$ cat src/rtl/code_digit_collector.sv
`default_nettype none
// ============================================================================
// code_digit_collector : decodes 4-bit coded digits to BCD and packs
//                        NDIGITS of them (MSD first) into a handshaked word.
// Revision: 1.0
// ============================================================================
module code_digit_collector #(
    parameter int NDIGITS = 4,
    parameter int CNT_W   = 3
) (
    input  logic                   clk,
    input  logic                   rst_n,
    input  logic [3:0]             in_code,
    input  logic                   in_valid,
    output logic                   in_ready,
    input  logic                   clear,
    output logic [4*NDIGITS-1:0]   bcd_out,
    output logic                   out_valid,
    input  logic                   out_ready,
    output logic                   err,
    output logic [CNT_W-1:0]       digit_cnt
);

    typedef enum logic [1:0] {
        COLLECT = 2'd0,
        HOLD    = 2'd1,
        ERROR   = 2'd2
    } state_t;

    localparam logic [CNT_W-1:0] C_LAST = CNT_W'(NDIGITS - 1);
    localparam logic [CNT_W-1:0] C_ONE  = CNT_W'(1);

    state_t                 r_state;
    logic [4*NDIGITS-1:0]   r_acc;
    logic [3:0]             w_digit;
    logic                   w_legal;
    logic [4*NDIGITS-1:0]   w_shifted;

    always_comb begin
        w_digit = 4'd0;
        w_legal = 1'b1;
        case (in_code)
            4'b0000: w_digit = 4'd0;
            4'b0111: w_digit = 4'd1;
            4'b0110: w_digit = 4'd2;
            4'b0101: w_digit = 4'd3;
            4'b0100: w_digit = 4'd4;
            4'b1011: w_digit = 4'd5;
            4'b1010: w_digit = 4'd6;
            4'b1001: w_digit = 4'd7;
            4'b1000: w_digit = 4'd8;
            4'b1111: w_digit = 4'd9;
            default: w_legal = 1'b0;
        endcase
    end

    assign w_shifted = {r_acc[4*NDIGITS-5:0], w_digit};
    assign in_ready  = (r_state == COLLECT);

    always_ff @(posedge clk or negedge rst_n) begin
        if (!rst_n) begin
            r_state   <= COLLECT;
            r_acc     <= '0;
            bcd_out   <= '0;
            out_valid <= 1'b0;
            err       <= 1'b0;
            digit_cnt <= '0;
        end else if (clear) begin
            // Abort wins over everything, including a same-cycle transfer.
            r_state   <= COLLECT;
            r_acc     <= '0;
            out_valid <= 1'b0;
            err       <= 1'b0;
            digit_cnt <= '0;
        end else begin
            case (r_state)
                COLLECT: begin
                    if (in_valid) begin
                        if (!w_legal) begin
                            err       <= 1'b1;
                            r_acc     <= '0;
                            digit_cnt <= '0;
                            r_state   <= ERROR;
                        end else if (digit_cnt == C_LAST) begin
                            bcd_out   <= w_shifted;
                            out_valid <= 1'b1;
                            r_acc     <= '0;
                            digit_cnt <= '0;
                            r_state   <= HOLD;
                        end else begin
                            r_acc     <= w_shifted;
                            digit_cnt <= digit_cnt + C_ONE;
                        end
                    end
                end
                HOLD: begin
                    if (out_ready) begin
                        out_valid <= 1'b0;
                        r_state   <= COLLECT;
                    end
                end
                ERROR: begin
                    out_valid <= 1'b0;
                end
                default: begin
                    out_valid <= 1'b0;
                    r_state   <= COLLECT;
                end
            endcase
        end
    end

endmodule
`default_nettype wire

$ cat config.mk
export PLATFORM = sky130hd
export DESIGN_NAME = code_digit_collector
export DESIGN_NICKNAME = d
export VERILOG_FILES = /design/src/rtl/code_digit_collector.sv
export SDC_FILE = /design/constraint.sdc
export NUM_CORES = 1
export LEC_CHECK = 0
export ABC_AREA = 1
export CORE_MARGIN = 2
export CORE_UTILIZATION = 25
export CTS_CLUSTER_SIZE = 25
export DETAILED_ROUTE_END_ITERATION = 10
export GPL_TIMING_DRIVEN = 0
export PLACE_DENSITY_LB_ADDON = 0.25
export SLEW_MARGIN = 20
export SYNTH_ARGS = -nofsm -noshare
export SYNTH_HDL_FRONTEND = slang
export SYNTH_SLANG_ARGS = --single-unit
$ cat constraint.sdc
create_clock -name clk -period 2.8 [get_ports clk]
set_input_delay 0.84 -clock clk [delete_from_list [all_inputs] [get_ports clk]]
set_output_delay 0.84 -clock clk [all_outputs]
set_load 0.1 [all_outputs]
# Yosys cells after proc, flatten, opt, wreduce, memory -nomap -nowiden
# Cells that the tools add are included.
[word_totals] reg_bits=35 latchBits=0 mem_bits_rw=0 mem_bits_ro=0 input_bits=9 out_inout_bits=22 word_cells=65 memories=0
[op_classes] add_sub_neg=1 multipliers=0 n_div=0 magnitude_cmp=0 eq_ne=19 shifts=0 muxes=28 bitwise=1 reduce_logical=10
[ops] operator="2-to-1 mux 12 bit" count=5
[ops] operator="one-hot mux 4 bit (9 select lines)" count=1
[ops] operator="== test 4 bit (second input constant)" count=5
[ops] operator="== test 4 x 3 -> 1 bit (second input constant)" count=4
[ops] operator="2-to-1 mux 3 bit" count=5
[ops] operator="2-to-1 mux 1 bit" count=10
[ops] operator="2-to-1 mux 2 bit" count=5
[ops] operator="OR reduction 10 bit" count=1
[ops] operator="AND reduction 4 bit" count=2
[ops] operator="inequality test 3 x 1 -> 1 bit (second input constant)" count=2
[ops] operator="one-hot mux 2 bit (3 select lines)" count=1
[ops] operator="AND reduction 5 bit" count=1
[ops] operator="zero test 4 bit" count=1
[ops] operator="inequality test 2 bit (second input constant)" count=2
[ops] operator="inequality test 4 x 3 -> 1 bit (second input constant)" count=1
[ops] operator="nonzero test 2 bit" count=2
[ops] operator="adder 3 x 1 -> 3 bit (second input constant)" count=1
[ops] operator="== test 3 x 2 -> 1 bit (second input constant)" count=1
[ops] operator="inequality test 3 x 2 -> 1 bit (second input constant)" count=1
[ops] operator="inequality test 3 bit (second input constant)" count=1
[ops] operator="AND reduction 3 bit" count=1
[ops] operator="== test 2 x 1 -> 1 bit (second input constant)" count=1
[ops] operator="== test 2 bit (second input constant)" count=1
[ops] operator="zero test 2 bit" count=1
[ops] operator="other kinds (3)" count=3

# Depth between registers and ports, before layout
[logic_depth] ltp_word=7 depth_mapped=9 mapped_depth_nobuf=8

# Worst setup path before layout
# Ideal clock, no wire load.
[synth_path] kind="register to register" startpoint="register digit_cnt[1]" endpoint="register bcd_out[10]" setup_time_ns=0.067 t_arrival_ns=2.009 setup_slack_ns=0.725 stages_incl_launch_ff=9 period_less_slack_ns=2.075 path_cell_list="dfrtp_1 > ha_1 > nand2_1 > nor2_8 > inv_2 > nor2_4 > buf_6 > nand2_1 > nand2_1"
[synth_via] elab_chain_cells=2
[synth_lines] item="from (decl)" line="21" source="output logic [CNT_W-1:0] digit_cnt"
[synth_lines] item="from (signal assigned)" line="92" source="digit_cnt <= digit_cnt + C_ONE;"
[synth_lines] item="== test 3 x 2 -> 1 bit" line="84" source="end else if (digit_cnt == C_LAST) begin"
[synth_lines] item="AND reduction 5 bit (no line)"
[synth_lines] item="to (signal assigned)" line="85" source="bcd_out <= w_shifted;"
[synth_lines] item="to (decl)" line="17" source="output logic [4*NDIGITS-1:0] bcd_out,"
# Every way passes these cells.
# A chain may end at the register's enable or synchronous reset.

# Final worst setup path
[layout_path] startpoint="register digit_cnt[0]" endpoint="output port digit_cnt[0]"
# No word-level cell between the ends.

==> results.json <==
{
  "status": "complete, no violations",
  "grt_pass1_vias": 1343,
  "syn_nets": 203,
  "layout_min_cycle_time_ps": 2670,
  "grt_first_pass_wirelength_um": 6310,
  "maximum_number_of_pins_on_one_net_before_global_route_repair": 24,
  "setup_viol": 0,
  "place.gp.congestion": 0.717,
  "fp.dieH_um": 83.9,
  "antenna_left": 0,
  "final_hold_viol_count": 0,
  "cap_violations": 0,
  "synth.distinct_cells": 22,
  "timing.setup.tns_ps": 0,
  "synth_area_um2": 1600,
  "insertedDiodeCount": 0,
  "fill_cell_instance_count_of_the_final_layout": 688,
  "power.share.clock_pct": 39.6,
  "io_pins": 31,
  "die-width_um": 83.9,
  "via_per_inst": 4.24,
  "design.die.area_um2": 7040,
  "synth_area_per_cell_um2": 8.27,
  "worst_ir_drop_vdd_mv": 0.181,
  "layout.cells.most_common": "sky130_fd_sc_hd__nand2_1",
  "post-route-period-util_pct": 95.4,
  "placed_cell_area_um2": 2010,
  "synth_seq_area_share_pct": 54.9,
  "clock_path_buffers": 2,
  "tightest_slew_ps": 979,
  "cp_data_arrival_time_ps": 1830,
  "global_route.overflow_total": 0,
  "worst_setup_hold_path_clk_slew_ps": 80,
  "post_cts.resized_instances": 1,
  "detailedPlacementHpwl_um": 2570,
  "worstPathRequired_ps": 1960,
  "maximum_single_stage_delay_on_the_critical_path_ps": 1160,
  "number_of_antenna_violations_at_the_first_check_in_global_routing": 0,
  "clock-skew-final_ps": 9.44,
  "area_delta_synth_final_pct": 32.8,
  "final_design_area_no_fill_um2": 2120,
  "worst-path-max-fanout": 4,
  "wire_per_inst_um": 11.2,
  "place.port_buffers": 30,
  "post-cts-setup-buffers": 0,
  "cts-hold-fix-buffers": 0,
  "fin_nets": 241,
  "achievable-frequency_mhz": 374,
  "synth_warnings": 0,
  "hold-worst-slack_ps": 432,
  "crit_path_cell_trace": "clkdlybuf4s50_1",
  "synthesis.instances": 193,
  "crit_buf_inv": 1,
  "p_per_area_nw_per_um2": 538,
  "cpMaxStageDelayCell": "sky130_fd_sc_hd__clkdlybuf4s50_1",
  "most_frequent_cells_in_the_layout": "96 x sky130_fd_sc_hd__nand2_1, 35 x sky130_fd_sc_hd__dfrtp_1, 28 x sky130_fd_sc_hd__clkdlybuf4s50_1, 18 x sky130_fd_sc_hd__nand3_1, 12 x sky130_fd_sc_hd__inv_1",
  "critical_path_launch_point_type": "flip-flop",
  "critical_path.top_delay_family": "buffers and inverters",
  "maxSlewViolCount": 0,
  "relSlewSlack_pct": 34.6,
  "clock_insertion_delay_worst_skew_ps": 290,
  "grtUsageTotal_pct": 11.2,
  "critPathCaptureType": "primary output",
  "route.vias.total": 1311,
  "cts_sinks": 35,
  "cellInternalPower_mw": 0.825,
  "cts.htree.levels": 2,
  "start_util_pct": 25.4,
  "p_switching_mw": 0.315,
  "cts.root.buffer_cell": "sky130_fd_sc_hd__clkbuf_8",
  "total_leakage_power_nw": 1.15,
  "power.share.sequential_pct": 46.0,
  "min-delay-path-class": "primary input to async pin",
  "detailedRoute.firstPassIterationCount": 4,
  "post_route_cells_drive_above_1_share_pct": 10.3,
  "drt_iter0_markers": 42,
  "postSynthRegisterBits": 35,
  "cts-buffers-inserted": 5,
  "setup_repair_after_global_routing_missed_its_margin": "no",
  "worst-setup-path-type": "flip-flop to primary output",
  "combPwrFrac_pct": 14.4,
  "drt_drc_violations_left": 0,
  "num_rows": 29,
  "postRouteWirelength_um": 3460,
  "placeableCoreArea_um2": 6280,
  "cts_tree": "yes",
  "switching_share_pct": 27.6
}
==> path summary, 6_finish.rpt <==
| path | slack (ps) | from | end | cells past startpoint |
|---|---|---|---|---|
| hold / removal | 430 | rst_n | bcd_out[11] | 1 |
| setup reg to reg | 1260 | digit_cnt[0] | bcd_out[5] | 8 |
| max in group asynchronous | 1940 | rst_n | bcd_out[5] | 2 |
| min in group clk | 470 | r_acc[9] | bcd_out[13] | 2 |
| hold reg to reg | 470 | r_acc[9] | bcd_out[13] | 2 |
| setup / recovery | 130 | digit_cnt[0] | digit_cnt[0] | 1 |
==> worst reg2reg max path, stage by stage, from the launching register on <==
cell and delay, ps:
sky130_fd_sc_hd__dfrtp_1 390, sky130_fd_sc_hd__ha_1 220, sky130_fd_sc_hd__nand2_1 160, sky130_fd_sc_hd__nor2_8 160
sky130_fd_sc_hd__inv_2 50, sky130_fd_sc_hd__nor2_4 210, sky130_fd_sc_hd__buf_6 170, sky130_fd_sc_hd__nand2_1 50
sky130_fd_sc_hd__nand2_1 60
==> power by group through the flow <==
stage | Clock, mW | Combinational, mW | Sequential (mW)
2_1_floorplan | 0 | 0.0725 | 0.570
3_3_place_gp | 0 | 0.164 | 0.534
3_5_place_dp | 0 | 0.168 | 0.534
4_1_cts | 0.468 | 0.167 | 0.524
5_1_grt | 0.488 | 0.179 | 0.526
6_report | 0.451 | 0.164 | 0.524
==> area by class of cell <==
cell class              instances  area (um^2)  share of cell area, %
clock buffers                   5         68.8                   3.25
plain buffers                   5         33.8                   1.59
clock inverters                 3         43.8                   2.07
multi-input cells             140          638                   30.1
flip-flops and latches         35          876                   41.3
repair buffers                 31          314                   14.8
well taps                      77         96.3                   4.55
inverters                      13         48.8                   2.30
==> metal layers <==
layer,wire [um],global-route usage [%],vias to the layer above
li1,-,-,677
met1,1790,15.5,608
met2,1490,16.7,22
met3,133,2.87,4
met4,38,4.40,0
met5,0,0,-
==> logic make-up after synthesis <==
kind of cell	after synthesis	synth area share [%]
AOI/OAI and AO/OA	7	2.51
adders and majority gates	1	0.784
buffers and inverters	18	5.17
DFF	35	54.9
and+or+nand+nor	132	36.7
==> flip-flops by register name (all words and copies together), names as in the netlist <==
name,count
bcd_out,16
err,1
r_state,2
r_acc,12
digit_cnt,3
out_valid,1
==> metrics by stage <==
stage | worst slack, ps | util (%) | instances | power (mW)
floorplan | 725 | - | 193 | 0.643
global placement | 59.6 | 31.8 | 300 | 0.698
detailed placement | 219 | 32.0 | 301 | 0.702
CTS | 103 | 33.8 | 309 | 1.16
global route | 76.7 | 33.8 | 309 | 1.19
finish | 129 | 33.8 | 309 | 1.14
==> synth_stat cells <==
cell type                  instances  area share (%)
sky130_fd_sc_hd__nand2_1          96              23
sky130_fd_sc_hd__dfrtp_1          35              55
sky130_fd_sc_hd__nand3_1          18             5.6
sky130_fd_sc_hd__inv_1            12             2.8
sky130_fd_sc_hd__nor2_1            7             1.6
sky130_fd_sc_hd__buf_2             3            0.94
sky130_fd_sc_hd__nor2_4            3             2.1
sky130_fd_sc_hd__o21ai_0           3            0.94
sky130_fd_sc_hd__a21oi_1           2            0.63
sky130_fd_sc_hd__nand2_4           2             1.4
sky130_fd_sc_hd__a21oi_2           1            0.55
sky130_fd_sc_hd__buf_4             1            0.47
sky130_fd_sc_hd__buf_6             1            0.71
sky130_fd_sc_hd__ha_1              1            0.78
sky130_fd_sc_hd__inv_2             1            0.23
sky130_fd_sc_hd__nand2_2           1            0.39
sky130_fd_sc_hd__nand3b_1          1            0.47
sky130_fd_sc_hd__nand4_1           1            0.39
sky130_fd_sc_hd__nor2_8            1             1.3
sky130_fd_sc_hd__nor4_1            1            0.39
sky130_fd_sc_hd__o22ai_1           1            0.39
sky130_fd_sc_hd__or2_1             1            0.39
(Power assumes the default switching activity.)
